File: src/rtl/gfx_clip_pixel.sv
// Pixel clip/address stage: clips one blitter pixel per strobe and queues MDW-wide masked writes.
// Define GFX_CLIP_STATS_EN to build the drawn/clipped statistics counters.
module gfx_clip_pixel #(
    parameter int unsigned point_width = 16,
    parameter int unsigned MDW         = 256,
    parameter int unsigned ALOW        = $clog2(MDW / 8),
    parameter int unsigned FIFO_DEPTH  = 4
) (
    input  logic                   clk_i,
    input  logic                   rst_i,
    input  logic                   pix_stb_i,
    input  logic                   pix_write_i,
    input  logic [point_width-1:0] pix_x_i,
    input  logic [point_width-1:0] pix_y_i,
    input  logic [31:0]            color_i,
    output logic                   pix_ack_o,
    input  logic                   clip_en_i,
    input  logic [point_width-1:0] clip_ul_x_i,
    input  logic [point_width-1:0] clip_ul_y_i,
    input  logic [point_width-1:0] clip_lr_x_i,
    input  logic [point_width-1:0] clip_lr_y_i,
    input  logic [31:0]            target_base_i,
    input  logic [point_width-1:0] target_x_size_i,
    input  logic [point_width-1:0] target_y_size_i,
    input  logic [1:0]             color_depth_i,
    output logic                   mem_req_o,
    input  logic                   mem_ack_i,
    output logic [31:0]            mem_adr_o,
    output logic [MDW/8-1:0]       mem_sel_o,
    output logic [MDW-1:0]         mem_dat_o,
    input  logic                   stat_clr_i,
    output logic [31:0]            stat_drawn_o,
    output logic [31:0]            stat_clipped_o
);

    localparam int unsigned SW = MDW / 8;
    localparam int unsigned PW = $clog2(FIFO_DEPTH);
    localparam logic [PW:0] FullCnt = (PW + 1)'(FIFO_DEPTH);

    typedef enum logic [2:0] {StIdle, StClip, StMul, StAddr, StPush, StAck} state_e;

    state_e                 state_q;
    logic [point_width-1:0] x_q, y_q;
    logic                   write_q;
    logic [31:0]            color_q;
    logic [1:0]             depth_q;
    logic [31:0]            prod_q;
    logic [31:0]            badr_q;
    logic                   ack_q;

    logic [31:0]   adr_mem [FIFO_DEPTH];
    logic [SW-1:0] sel_mem [FIFO_DEPTH];
    logic [MDW-1:0] dat_mem [FIFO_DEPTH];
    logic [PW-1:0] wr_ptr_q, rd_ptr_q;
    logic [PW:0]   count_q;

    logic in_surface, in_clip, keep, clip_evt;
    logic full, push, pop;
    logic [1:0]     shift;
    logic [ALOW-1:0] lane;
    logic [SW-1:0]  sel_base, push_sel;
    logic [MDW-1:0] push_dat;

    assign in_surface = (x_q < target_x_size_i) && (y_q < target_y_size_i);
    assign in_clip    = !clip_en_i || (x_q >= clip_ul_x_i && x_q < clip_lr_x_i &&
                                       y_q >= clip_ul_y_i && y_q < clip_lr_y_i);
    assign keep       = in_surface && in_clip;
    assign clip_evt   = (state_q == StClip) && write_q && !keep;

    assign full = (count_q == FullCnt);
    assign push = (state_q == StPush) && !full;
    assign pop  = mem_ack_i && (count_q != '0);

    always_comb begin
        shift    = 2'd2;
        sel_base = SW'(15);
        push_dat = {(MDW / 32){color_q}};
        case (depth_q)
            2'b00: begin
                shift    = 2'd0;
                sel_base = SW'(1);
                push_dat = {SW{color_q[7:0]}};
            end
            2'b01: begin
                shift    = 2'd1;
                sel_base = SW'(3);
                push_dat = {(MDW / 16){color_q[15:0]}};
            end
            default: ;
        endcase
        lane     = badr_q[ALOW-1:0];
        push_sel = sel_base << lane;
    end

    always_ff @(posedge clk_i or negedge rst_i) begin
        if (!rst_i) begin
            state_q <= StIdle;
            x_q     <= '0;
            y_q     <= '0;
            write_q <= 1'b0;
            color_q <= '0;
            depth_q <= '0;
            prod_q  <= '0;
            badr_q  <= '0;
            ack_q   <= 1'b0;
        end else begin
            ack_q <= 1'b0;
            case (state_q)
                StIdle: begin
                    if (pix_stb_i) begin
                        x_q     <= pix_x_i;
                        y_q     <= pix_y_i;
                        write_q <= pix_write_i;
                        color_q <= color_i;
                        depth_q <= color_depth_i;
                        state_q <= StClip;
                    end
                end
                StClip: begin
                    if (write_q && keep) begin
                        state_q <= StMul;
                    end else begin
                        state_q <= StAck;
                        ack_q   <= 1'b1;
                    end
                end
                StMul: begin
                    prod_q  <= 32'(y_q) * 32'(target_x_size_i);
                    state_q <= StAddr;
                end
                StAddr: begin
                    badr_q  <= target_base_i + ((prod_q + 32'(x_q)) << shift);
                    state_q <= StPush;
                end
                StPush: begin
                    // Fullness is judged before any same-cycle pop takes effect.
                    if (!full) begin
                        state_q <= StAck;
                        ack_q   <= 1'b1;
                    end
                end
                StAck:   state_q <= StIdle;
                default: state_q <= StIdle;
            endcase
        end
    end

    always_ff @(posedge clk_i or negedge rst_i) begin
        if (!rst_i) begin
            wr_ptr_q <= '0;
            rd_ptr_q <= '0;
            count_q  <= '0;
            for (int i = 0; i < FIFO_DEPTH; i++) begin
                adr_mem[i] <= '0;
                sel_mem[i] <= '0;
                dat_mem[i] <= '0;
            end
        end else begin
            if (push) begin
                adr_mem[wr_ptr_q] <= {badr_q[31:ALOW], {ALOW{1'b0}}};
                sel_mem[wr_ptr_q] <= push_sel;
                dat_mem[wr_ptr_q] <= push_dat;
                wr_ptr_q          <= wr_ptr_q + PW'(1);
            end
            if (pop) begin
                rd_ptr_q <= rd_ptr_q + PW'(1);
            end
            case ({push, pop})
                2'b10:   count_q <= count_q + (PW + 1)'(1);
                2'b01:   count_q <= count_q - (PW + 1)'(1);
                default: ;
            endcase
        end
    end

    assign pix_ack_o = ack_q;
    assign mem_req_o = (count_q != '0);
    assign mem_adr_o = adr_mem[rd_ptr_q];
    assign mem_sel_o = sel_mem[rd_ptr_q];
    assign mem_dat_o = dat_mem[rd_ptr_q];

`ifdef GFX_CLIP_STATS_EN
    logic [31:0] drawn_q, clipped_q;

    always_ff @(posedge clk_i or negedge rst_i) begin
        if (!rst_i) begin
            drawn_q   <= '0;
            clipped_q <= '0;
        end else if (stat_clr_i) begin
            drawn_q   <= '0;
            clipped_q <= '0;
        end else begin
            if (push)     drawn_q   <= drawn_q + 32'd1;
            if (clip_evt) clipped_q <= clipped_q + 32'd1;
        end
    end

    assign stat_drawn_o   = drawn_q;
    assign stat_clipped_o = clipped_q;
`else
    logic unused_stat;
    assign unused_stat    = stat_clr_i ^ clip_evt;
    assign stat_drawn_o   = '0;
    assign stat_clipped_o = '0;
`endif

endmodule
File: config.mk
export PLATFORM = sky130hd
export DESIGN_NAME = gfx_clip_pixel
export DESIGN_NICKNAME = d
export VERILOG_FILES = /design/src/rtl/gfx_clip_pixel.sv
export SDC_FILE = /design/constraint.sdc
export NUM_CORES = 2
export LEC_CHECK = 0
export CAP_MARGIN = 20
export CORE_ASPECT_RATIO = 1.1
export CORE_MARGIN = 2
export CORE_UTILIZATION = 30
export DETAILED_ROUTE_END_ITERATION = 7
export PLACE_DENSITY = 0.48
export SLEW_MARGIN = 0
export SYNTH_ARGS = -nofsm -noshare
export SYNTH_HDL_FRONTEND = slang
export SYNTH_SLANG_ARGS = --single-unit
export TNS_END_PERCENT = 100
File: constraint.sdc
create_clock -name clk_i -period 16.1 [get_ports clk_i]
set_input_delay 3.22 -clock clk_i [delete_from_list [all_inputs] [get_ports clk_i]]
set_output_delay 3.22 -clock clk_i [all_outputs]
set_load 0.01 [all_outputs]
* After elaboration in Yosys (flattened, before gate mapping)
Index checks and enable logic that the tools add are counted.
** Storage, ports and cells
- Register bits :: 1422
- Input bits :: 201
- Output and inout port bits :: 386
** Cells by class
- Add/subtract/negate cells :: 6
- Multiply operators :: 1
- Magnitude comparators :: 9
- Eq/ne operators :: 10
- Shift operators :: 2
- Multiplexer cells :: 27
- Bitwise operators :: 2
- Reductions and logical operators :: 18
** Operators by type and width (count)
- 1024-bit bitwise mux :: 1
- 256-bit 2-to-1 mux :: 3
- 256-bit binary-select mux with 2-bit select :: 1
- 256-bit demux with 2-bit select :: 1
- 256-bit one-hot mux with 2 select lines :: 1
- 128-bit bitwise mux :: 2
- 32-bit 2-to-1 mux :: 5
- 32-bit binary-select mux with 2-bit select :: 2
- 32-bit demux with 2-bit select :: 1
- 16-bit < comparator :: 4
- 32-bit by 16-bit adder with 32-bit output :: 1
- 32-bit adder :: 1
- 16-bit >= comparator :: 2
- 16-bit by 16-bit multiplier with 32-bit output :: 1
- 32-bit by 2-bit << shifter with 32-bit output :: 1
- 32-bit by 5-bit << shifter with 32-bit output :: 1
- 3-bit one-hot mux with 5 select lines :: 1
- 1-bit logical AND :: 9
- 3-bit 2-to-1 mux :: 3
- 4-bit one-hot mux with 2 select lines :: 1
- 3-bit by 2-bit == test with 1-bit output, second input constant :: 2
- 3-bit == test, second input constant :: 2
- 3-bit >= comparator, second input constant :: 2
- 2-bit NOT with 3-bit output :: 2
- 19 further kinds :: 25

* Depth between registers and ports, before layout
- Word-level depth :: 9
- Gate-level depth with buffers :: 26
- Depth with buffers taken out :: 23

* Worst setup path before layout
OpenSTA, ideal clock, no wires.
- Path type :: input -> register
- Start point :: input port target_x_size_i[9]
- End point :: register prod_q[23]
- Setup time :: 0.120 ns
- Arrival time :: 9.074 ns
- Required time :: 15.980 ns
- Setup slack :: 6.907 ns
- Stages :: 26
- Buffers on the path :: 3
- Cell sequence :: clkbuf_1 clkbuf_1 nand2_1 fa_1 inv_1 fa_1 inv_1 fa_1 inv_1 fa_1 fa_1 inv_1 fa_1 inv_1 ha_1 clkbuf_1 a21o_1 a211oi_1 a21oi_1 nand2_1 a31oi_1 o31a_1 o21ai_1 a211oi_1 or3_1 a31o_1
** On the way
- Cells in the longest elaborated chain, start to end :: 1
** Ends and longest elaborated chain
- from (decl) :: line 23 : input logic [point_width-1:0] target_x_size_i,
- 16-bit by 16-bit multiplier with 32-bit output :: line 128 : prod_q <= 32'(y_q) * 32'(target_x_size_i);
- to (signal assigned) :: line 128
- to (decl) :: line 47 : logic [31:0] prod_q;
Every way passes these cells.
A chain may end at the register's enable or synchronous reset.

* Worst setup path in the final report
- Start point :: input port target_x_size_i[8]
- End point :: register prod_q[30]
The elaborated chain is that of the path after synthesis.

==> flow_metrics.env <==
export IMPL_cts_tree="yes"
export IMPL_finalCritPeriodShare_pct=60.09
export IMPL_dieArea_um2=126500
export IMPL_post_dp_cell_area_um2=42050
export IMPL_fin_worst_skew_ns=0.03269
export IMPL_netlist_instances=3620
export IMPL_cts_sinks=506
export IMPL_hold_buffers=0
export IMPL_finish_net_count=4490
export IMPL_initial_core_util_pct=30.16
export IMPL_drc_errors=0
export IMPL_worst_slew_margin_rel_pct=27.71
export IMPL_synthToLayoutAreaGrowth_pct=19.50
export IMPL_status="finished clean"
export IMPL_io_buffers=516
export IMPL_post_drt_wl_per_cell_um=18.97
export IMPL_cp_end_kind="register"
export IMPL_drt_pass1_iter_count=5
export IMPL_clk_path_buf_depth=3
export IMPL_ys_flop_type="dfrtp_1"
export IMPL_period_needed_ns=9.675
export IMPL_core_um2=123000
export IMPL_setup_tns_ns=0
export IMPL_crit_path_start_kind="primary input"
export IMPL_dp_hpwl_mm=74.46
export IMPL_ios=587
export IMPL_row_count=135
export IMPL_cts_max_level=2
export IMPL_hold_viol_final=0
export IMPL_post_cts_buffers=0
export IMPL_vias=25570
export IMPL_gr_total_overflow=0
export IMPL_setup_violations=0
export IMPL_cts_buffers=61
export IMPL_synth_edf_count=0
export IMPL_path_class="in -> reg"
export IMPL_synthDistinctLibCells=72
export IMPL_layout_commonest_cell="clkdlybuf4s50_1"
export IMPL_worst_slew_pin_slew_ns=1.084
export IMPL_synth_warning_count=0
export IMPL_crit_required_ns=16.62
export IMPL_wirelength_mm=105.1
export IMPL_cp_max_fo=16
export IMPL_insertion_delay_ns=0.67
export IMPL_synth_top_cell_area_share_pct=34.14
export IMPL_die_w_um=339.3
export IMPL_path_clk_slew_ns=0.06
export IMPL_fin_area_um2=44330
export IMPL_cp_arrival_ns=10.19
export IMPL_antenna_found_initial=16
export IMPL_vias_per_cell=4.614
export IMPL_max_freq_mhz=103.4
export IMPL_hp_class="reg -> reg"
export IMPL_maxSlewViolCount=0
export IMPL_syn_area_um2=37090
export IMPL_grt_usage_pct=16.48
export IMPL_drtAntennaViolNets=0
export IMPL_final_cell_mix="clkdlybuf4s50_1 (515), dfrtp_1 (502), nand2_1 (463)"
export IMPL_yosys_area_top_type="dfrtp_1"
export IMPL_cts_root_buffer="clkbuf_16"
export IMPL_dieHeight_um=372.8
export IMPL_gp_congestion=0.8040
export IMPL_ys_ff_latch=506
export IMPL_maxCapViolCount=0
export IMPL_synth_area_leaders="dfrtp_1 (34%), fa_1 (11%), ha_1 (8.4%), mux2_2 (7.8%), buf_4 (5.9%)"
export IMPL_grt_pass1_wl_mm=162.6
export IMPL_avgSynthCellArea_um2=10.25
export IMPL_first_iter_violations=1231
export IMPL_post_cts_resized=0
export IMPL_yosysSeqAreaShare_pct=34.14
export IMPL_rsz0062_at_grt="no"
export IMPL_synthArstFlopShare_pct=100.0
export IMPL_grt_max_degree=112
export IMPL_drive_gt1_share_pct=13.20
export IMPL_grt_pass1_vias=26740
[synthesized netlist by cell type, types with 89 or more instances]
cell type / number
and2_1: 115
a21o_1: 89
mux2_2: 257
nand2_1: 467
inv_1: 347
o21ai_0: 276
a21oi_1: 93
dfrtp_1: 506
clkbuf_1: 141
ha_1: 248
nor2_1: 97
fa_1: 197
buf_4: 293
mux4_2: 91
[routing by layer]
layer	global-route usage, %	vias to the layer above	routed length [um]
li1	-	12230	-
met1	21.65	12600	46650
met2	27.80	603	49710
met3	3.581	115	6784
met4	3.431	16	1878
met5	0	-	104
[path summary, 6_finish.rpt]
kind / startpoint / to / slack (ns) / depth (start not counted)
setup / recovery: target_x_size_i[8] / prod_q[30]$_DFFE_PN0P_ / 6.43 / 22
hold / removal: dat_mem[759]$_DFFE_PN0P_ / dat_mem[759]$_DFFE_PN0P_ / 0.47 / 2
setup reg to reg: y_q[11]$_DFFE_PN0P_ / prod_q[30]$_DFFE_PN0P_ / 9.07 / 21
hold reg to reg: dat_mem[759]$_DFFE_PN0P_ / dat_mem[759]$_DFFE_PN0P_ / 0.47 / 2
max in group asynchronous: rst_i / color_q[1]$_DFFE_PN0P_ / 11.12 / 3
min in group asynchronous: rst_i / sel_mem[109]$_DFFE_PN0P_ / 2.63 / 1
[sequential cells by signal, indices dropped and copies added (netlist names)]
signal     count
count_q        3
write_q        1
dat_mem      128
pix_ack_o      1
adr_mem      108
wr_ptr_q       2
color_q       32
rd_ptr_q       2
sel_mem      128
x_q           16
prod_q        32
depth_q        2
y_q           16
state_q        3
badr_q        32
[through the flow]
stage	cells	util (%)	setup slack [ns]	hold slack, ns
floorplan	3688	-	6.907	0.4428
global placement	5424	34.20	5.784	0.4566
detailed placement	5424	34.20	5.758	0.4662
CTS	5538	36.02	6.468	0.4795
global route	5539	36.04	5.983	0.4921
finish	5542	36.05	6.425	0.4745
[area by class of cell]
| cell class | instances | area [um^2] |
|---|---|---|
| antenna | 3 | 7.507 |
| clock buffer | 83 | 1719 |
| clock inverter | 31 | 521.8 |
| fill | 12480 | 78640 |
| inverter | 348 | 1306 |
| multi-input combinational | 2380 | 20620 |
| sequential | 506 | 12670 |
| tap | 1644 | 2057 |
| timing repair buffer | 547 | 5423 |
[worst max-delay path, stage by stage]
cell	delay, ns
clkdlybuf4s50_1	1.11
nand2_1	0.17
fa_1	0.54
fa_1	0.51
inv_1	0.05
fa_1	0.56
fa_1	0.44
fa_1	0.50
inv_1	0.06
fa_1	0.48
inv_1	0.05
ha_1	0.38
a21o_1	0.19
a21o_1	0.16
a21o_1	0.19
a21o_1	0.18
a21oi_1	0.14
o21ai_1	0.10
a221o_1	0.37
a31o_1	0.24
and4_4	0.18
or3_1	0.35
[logic make-up (layout without fill, tap and decap cells)]
| logic type | after synthesis | after routing | synth area share, % |
|---|---|---|---|
| multiplexers | 398 | 398 | 14.68 |
| XOR/XNOR | 92 | 92 | 2.172 |
| buffers and inverters | 802 | 1009 | 11.09 |
| adder cells (fa/ha/maj) | 445 | 445 | 19.00 |
| other | 1 | 72 | 0.01011 |
| AO/OA/AOI/OAI | 573 | 573 | 9.223 |
| flip-flops | 506 | 506 | 34.14 |
| AND/OR/NAND/NOR | 803 | 803 | 9.692 |
Power is left out: the tool's default activity adds up to more than one toggle a clock period on the data nets, which glitch-free logic cannot reach.
